==> config.mk <==
export PLATFORM = sky130hd
export DESIGN_NAME = mem_bus_arbiter
export DESIGN_NICKNAME = d
export VERILOG_FILES = /design/src/rtl/mem_bus_arbiter_pkg.sv /design/src/rtl/mem_bus_arbiter_rr_arb2.sv /design/src/rtl/mem_bus_arbiter.sv
export SDC_FILE = /design/constraint.sdc
export NUM_CORES = 1
export LEC_CHECK = 0
export ABC_AREA = 1
export CAP_MARGIN = 20
export CORE_ASPECT_RATIO = 1.75
export CORE_UTILIZATION = 47
export CTS_BUF_LIST = sky130_fd_sc_hd__clkbuf_4 sky130_fd_sc_hd__clkbuf_8
export DETAILED_ROUTE_END_ITERATION = 8
export GPL_TIMING_DRIVEN = 1
export PLACE_DENSITY = 0.88
export SLEW_MARGIN = 15
export SYNTH_ARGS = -nofsm -noshare
export SYNTH_HDL_FRONTEND = slang
export SYNTH_SLANG_ARGS = --single-unit
==> constraint.sdc <==
create_clock -name clk -period 2.4 [get_ports clk]
set_input_delay 0.48 -clock clk [delete_from_list [all_inputs] [get_ports clk]]
set_output_delay 0.48 -clock clk [all_outputs]
set_load 0.03 [all_outputs]
==> src/rtl/mem_bus_arbiter_pkg.sv <==
// Shared definitions for the memory bus arbiter: FSM state encoding, owner ids
// and the fill bit used for read data of an aborted access.
package mem_bus_arbiter_pkg;

  typedef enum logic [1:0] {
    ST_IDLE = 2'd0,
    ST_WAIT = 2'd1,
    ST_RESP = 2'd2
  } state_t;

  localparam logic OWNER_CPU = 1'b0;
  localparam logic OWNER_DBG = 1'b1;

  // A timed-out read returns every data bit set to this value.
  localparam logic ERR_FILL_BIT = 1'b1;

endpackage

==> src/rtl/mem_bus_arbiter_rr_arb2.sv <==
// Two-way round-robin arbiter. Bit 0 is the CPU and bit 1 is the debug port;
// on a tie the requester that did not win last time is granted.
module mem_bus_arbiter_rr_arb2
  import mem_bus_arbiter_pkg::*;
(
  input  logic       clk,
  input  logic       reset,
  input  logic [1:0] i_req,
  input  logic       i_en,
  output logic [1:0] o_grant
);

  logic r_rrLast;

  always_comb begin
    o_grant = 2'b00;
    if (i_en) begin
      case (i_req)
        2'b01:   o_grant = 2'b01;
        2'b10:   o_grant = 2'b10;
        2'b11:   o_grant = (r_rrLast == OWNER_DBG) ? 2'b01 : 2'b10;
        default: o_grant = 2'b00;
      endcase
    end
  end

  always_ff @(posedge clk) begin
    if (reset) begin
      r_rrLast <= OWNER_DBG;
    end else if (|o_grant) begin
      r_rrLast <= o_grant[1];
    end
  end

endmodule

==> src/rtl/mem_bus_arbiter.sv <==
// Shares one external memory port between the CPU and the debug/loader port,
// running a req/ack handshake with memory under a timeout.
module mem_bus_arbiter
  import mem_bus_arbiter_pkg::*;
#(
  parameter int ADDR_WIDTH     = 16,
  parameter int DATA_WIDTH     = 8,
  parameter int TIMEOUT_CYCLES = 15
) (
  input  logic                  clk,
  input  logic                  reset,
  input  logic                  cpuReq,
  input  logic                  cpuWe,
  input  logic [ADDR_WIDTH-1:0] cpuAddr,
  input  logic [DATA_WIDTH-1:0] cpuWdata,
  output logic [DATA_WIDTH-1:0] cpuRdata,
  output logic                  cpuAck,
  output logic                  cpuStall,
  input  logic                  dbgReq,
  input  logic                  dbgWe,
  input  logic [ADDR_WIDTH-1:0] dbgAddr,
  input  logic [DATA_WIDTH-1:0] dbgWdata,
  output logic [DATA_WIDTH-1:0] dbgRdata,
  output logic                  dbgAck,
  output logic                  memReq,
  output logic                  memWe,
  output logic [ADDR_WIDTH-1:0] memAddr,
  output logic [DATA_WIDTH-1:0] memWdata,
  input  logic [DATA_WIDTH-1:0] memRdata,
  input  logic                  memAck,
  output logic                  errPulse,
  output logic                  errOwner
);

  localparam logic [7:0] LP_TIMEOUT = 8'(TIMEOUT_CYCLES);

  state_t                r_state;
  state_t                w_state_nxt;
  logic [1:0]            w_grant;
  logic                  w_expire;
  logic                  r_owner;
  logic                  r_we;
  logic [ADDR_WIDTH-1:0] r_addr;
  logic [DATA_WIDTH-1:0] r_wdata;
  logic [7:0]            r_cnt;
  logic                  r_err;
  logic                  r_errOwner;
  logic [DATA_WIDTH-1:0] r_cpuRdata;
  logic [DATA_WIDTH-1:0] r_dbgRdata;

  mem_bus_arbiter_rr_arb2 u_arb (
    .clk     (clk),
    .reset   (reset),
    .i_req   ({dbgReq, cpuReq}),
    .i_en    (r_state == ST_IDLE),
    .o_grant (w_grant)
  );

  // Expiry is judged on the incremented count so the Nth WAIT cycle aborts.
  assign w_expire = ((r_cnt + 8'd1) == LP_TIMEOUT);

  always_ff @(posedge clk) begin
    if (reset) begin
      r_state <= ST_IDLE;
    end else begin
      r_state <= w_state_nxt;
    end
  end

  always_comb begin
    w_state_nxt = r_state;
    memReq      = 1'b0;
    cpuAck      = 1'b0;
    dbgAck      = 1'b0;
    errPulse    = 1'b0;
    case (r_state)
      ST_IDLE: begin
        if (|w_grant) w_state_nxt = ST_WAIT;
      end
      ST_WAIT: begin
        memReq = 1'b1;
        if (memAck || w_expire) w_state_nxt = ST_RESP;
      end
      ST_RESP: begin
        cpuAck      = (r_owner == OWNER_CPU);
        dbgAck      = (r_owner == OWNER_DBG);
        errPulse    = r_err;
        w_state_nxt = ST_IDLE;
      end
      default: w_state_nxt = ST_IDLE;
    endcase
  end

  always_ff @(posedge clk) begin
    if (reset) begin
      r_owner    <= OWNER_CPU;
      r_we       <= 1'b0;
      r_addr     <= '0;
      r_wdata    <= '0;
      r_cnt      <= 8'd0;
      r_err      <= 1'b0;
      r_errOwner <= OWNER_CPU;
      r_cpuRdata <= '0;
      r_dbgRdata <= '0;
    end else begin
      case (r_state)
        ST_IDLE: begin
          if (|w_grant) begin
            r_owner <= w_grant[1];
            r_we    <= w_grant[1] ? dbgWe    : cpuWe;
            r_addr  <= w_grant[1] ? dbgAddr  : cpuAddr;
            r_wdata <= w_grant[1] ? dbgWdata : cpuWdata;
            r_cnt   <= 8'd0;
          end
        end
        ST_WAIT: begin
          // A memAck in the expiry cycle still wins over the timeout.
          if (memAck) begin
            r_err <= 1'b0;
            if (r_owner == OWNER_DBG) r_dbgRdata <= memRdata;
            else                      r_cpuRdata <= memRdata;
          end else if (w_expire) begin
            r_err      <= 1'b1;
            r_errOwner <= r_owner;
            if (r_owner == OWNER_DBG) r_dbgRdata <= {DATA_WIDTH{ERR_FILL_BIT}};
            else                      r_cpuRdata <= {DATA_WIDTH{ERR_FILL_BIT}};
          end else begin
            r_cnt <= r_cnt + 8'd1;
          end
        end
        default: ;
      endcase
    end
  end

  assign memWe    = r_we;
  assign memAddr  = r_addr;
  assign memWdata = r_wdata;
  assign cpuRdata = r_cpuRdata;
  assign dbgRdata = r_dbgRdata;
  assign errOwner = r_errOwner;
  assign cpuStall = cpuReq & ~cpuAck;

endmodule

==> impl_metrics.tcl <==
set metrics [dict create \
    hpwl_um 4970 \
    crit_type "in2out" \
    fmax_mhz 441.3 \
    setup_viol 0 \
    core_um2 5299 \
    slew_violations 0 \
    synthArstFlopShare 0 \
    drtAntennaViolNets 0 \
    cts_buffers 5 \
    yosys_warnings 0 \
    arrival_ps 1790 \
    grt_pass1_vias 2720 \
    required_ps 1920 \
    crit_path_start_kind "input port" \
    syn_to_final_growth_pct 49.05 \
    num_rows 35 \
    cts_resized 0 \
    place_inst 518 \
    slew_headroom 0.6180 \
    cp_cell_sequence "clkdlybuf4s50_1, o21ai_0, inv_1, clkdlybuf4s50_1" \
    critPathMaxStageDelay_ps 650 \
    syn_area_um2 2620 \
    hold_ws_ps 467.4 \
    syn_nets 413 \
    cts_hold_buffers 0 \
    synth_seq_cells 55 \
    hp-class "reg2reg" \
    wl_um 6974 \
    worstSkewPairLatency_ps 320 \
    layout-drive-gt1-share 0.1062 \
    fin_setup_tns_ps 0 \
    setup_slack_ps 133.8 \
    cts_setup_buffers 0 \
    clockBufferDepth 2 \
    drc_errors 0 \
    min_period_over_period 0.9442 \
    antenna_found_initial 0 \
    vias_per_cell 5.335 \
    finalHoldViolCount 0 \
    fin_skew_ps 11.26 \
    place_congestion 0.9171 \
    dr.pass1.iters 5 \
    crit_fanout 3 \
    max_cap_violations 0 \
    power.total_mw 2.414 \
    status "complete, no violations" \
    drt_iter0_drc 91 \
    synth_ff_type "dfxtp_1" \
    critPathCaptureType "output port" \
    critPathSlowestCell "clkdlybuf4s50_1" \
    die_h_um 100.8 \
    cts_sinks 55 \
    worst_pin_slew_ps 571.6 \
    die_w_um 58.44 \
    wl_per_cell_um 13.26 \
    htree_levels 2 \
    clockRootBuffer "clkbuf_8" \
    period_needed_ps 2266 \
    synthCells 348 \
    final_cells 526 \
    routed-via-count 2806 \
    synth_area_leaders "dfxtp_1 (42%), nand2_1 (7.9%), a21oi_1 (6.9%), inv_1 (6.0%), o22ai_1 (5.7%)" \
    synth_common_cells "dfxtp_1 (55), nand2_1 (55), inv_1 (42)" \
    clk_pin_slew_ps 100 \
    synth_edf_count 0 \
    yosysTopAreaCell "dfxtp_1" \
    grt_first_pass_wirelength_um 11500 \
    dieArea_um2 5889 \
    powerDensity_nw_per_um2 618.3 \
    portBuffers 109 \
    ys_types 26 \
    synth.top_cell.area_share 0.4202 \
    diodes 0 \
    pre_cts_ws_ps 137.3 \
    globalRouteTotalUtil 0.2471 \
    nNetsFinal 516 \
    grt_start_max_net_pins 51 \
    rsz0062_at_grt "false" \
    ir_drop_mv 0.4298 \
    initial_core_util 0.4945 \
    postSynthAreaPerCell_um2 7.529 \
    yosysSeqAreaShare 0.4202 \
    total_leakage_power_nw 1.520 \
    io_pins 110 \
    tritoncts "yes" \
    grt.overflow.total 0 \
    cp_common_cell "clkdlybuf4s50_1" \
]
==> routing by layer <==
layer / track usage / part of all wire / up-vias
li1: - / - / 1381
met1: 0.2825 / 0.38 / 1296
met2: 0.4324 / 0.54 / 117
met3: 0.06418 / 0.068 / 12
met4: 0.09158 / 0.016 / 0
met5: 0 / 0 / -
==> registers in the layout, summed over array words and instances, names as in the netlist <==
name and flops:
cpuRdata 8, dbgRdata 8, errOwner 1, memAddr 16, memWdata 8, memWe 1
r_cnt 8, r_err 1, r_owner 1, r_state 2, u_arb.r_rrLast 1
==> through the flow <==
step	cell area (um^2)	utilization
after detailed placement	3790	0.7152
after floorplan	2620	-
final	3905	0.7370
after CTS	3905	0.7370
after global placement	3790	0.7152
after global routing	3905	0.7370
==> power by group <==
part | switching, mW | internal (mW) | total (mW)
combinational | 0.406 | 0.319 | 0.726
sequential | 0.0584 | 0.998 | 1.06
clock | 0.318 | 0.315 | 0.633
total | 0.782 | 1.63 | 2.41
==> cell usage in the layout, fill, tap and decap left out, drive strengths merged <==
master / n
a21oi: 52
o22ai: 24
nor2: 23
clkinv: 1
clkbuf: 5
nand4: 17
dfxtp: 55
o211ai: 1
buf: 9
bufinv: 1
nand2: 58
xnor2: 1
ha: 2
clkdlybuf4s50: 109
nand3: 21
clkinvlp: 1
nand2b: 1
inv: 43
o21ai: 28
==> logic make-up (layout without fill, tap and decap cells) <==
| group | after synthesis | after routing | synth area share |
|---|---|---|---|
| buffers and inverters | 65 | 169 | 0.09933 |
| XOR/XNOR | 1 | 1 | 0.006210 |
| AO/OA/AOI/OAI | 105 | 105 | 0.2359 |
| flip-flops | 55 | 55 | 0.4202 |
| adder cells (fa/ha/maj) | 2 | 2 | 0.009550 |
| AND/OR/NAND/NOR | 120 | 120 | 0.2288 |
==> critical path, delay by kind of cell <==
| family | cells | cell delay (ps) |
|---|---|---|
| AOI/OAI and AO/OA | 1 | 90 |
| buffers and inverters | 3 | 1210 |
==> area by class of cell <==
cell class / instances / area [um^2]
clock buffer: 5 / 68.82
multi-input combinational: 228 / 1264
fill: 423 / 1394
inverter: 43 / 161.4
timing repair buffer: 118 / 1171
tap: 74 / 92.59
clock inverter: 3 / 46.29
sequential: 55 / 1101
==> worst paths after layout <==
path / start / to / slack, ps / cells past startpoint
setup / recovery: cpuReq / cpuStall / 130 / 4
setup reg to reg: r_state[0] / r_cnt[4] / 400 / 8
hold / removal: cpuRdata[6] / cpuRdata[6] / 470 / 2
hold reg to reg: cpuRdata[6] / cpuRdata[6] / 470 / 2
No activity file was read; power rests on OpenSTA's default activity.
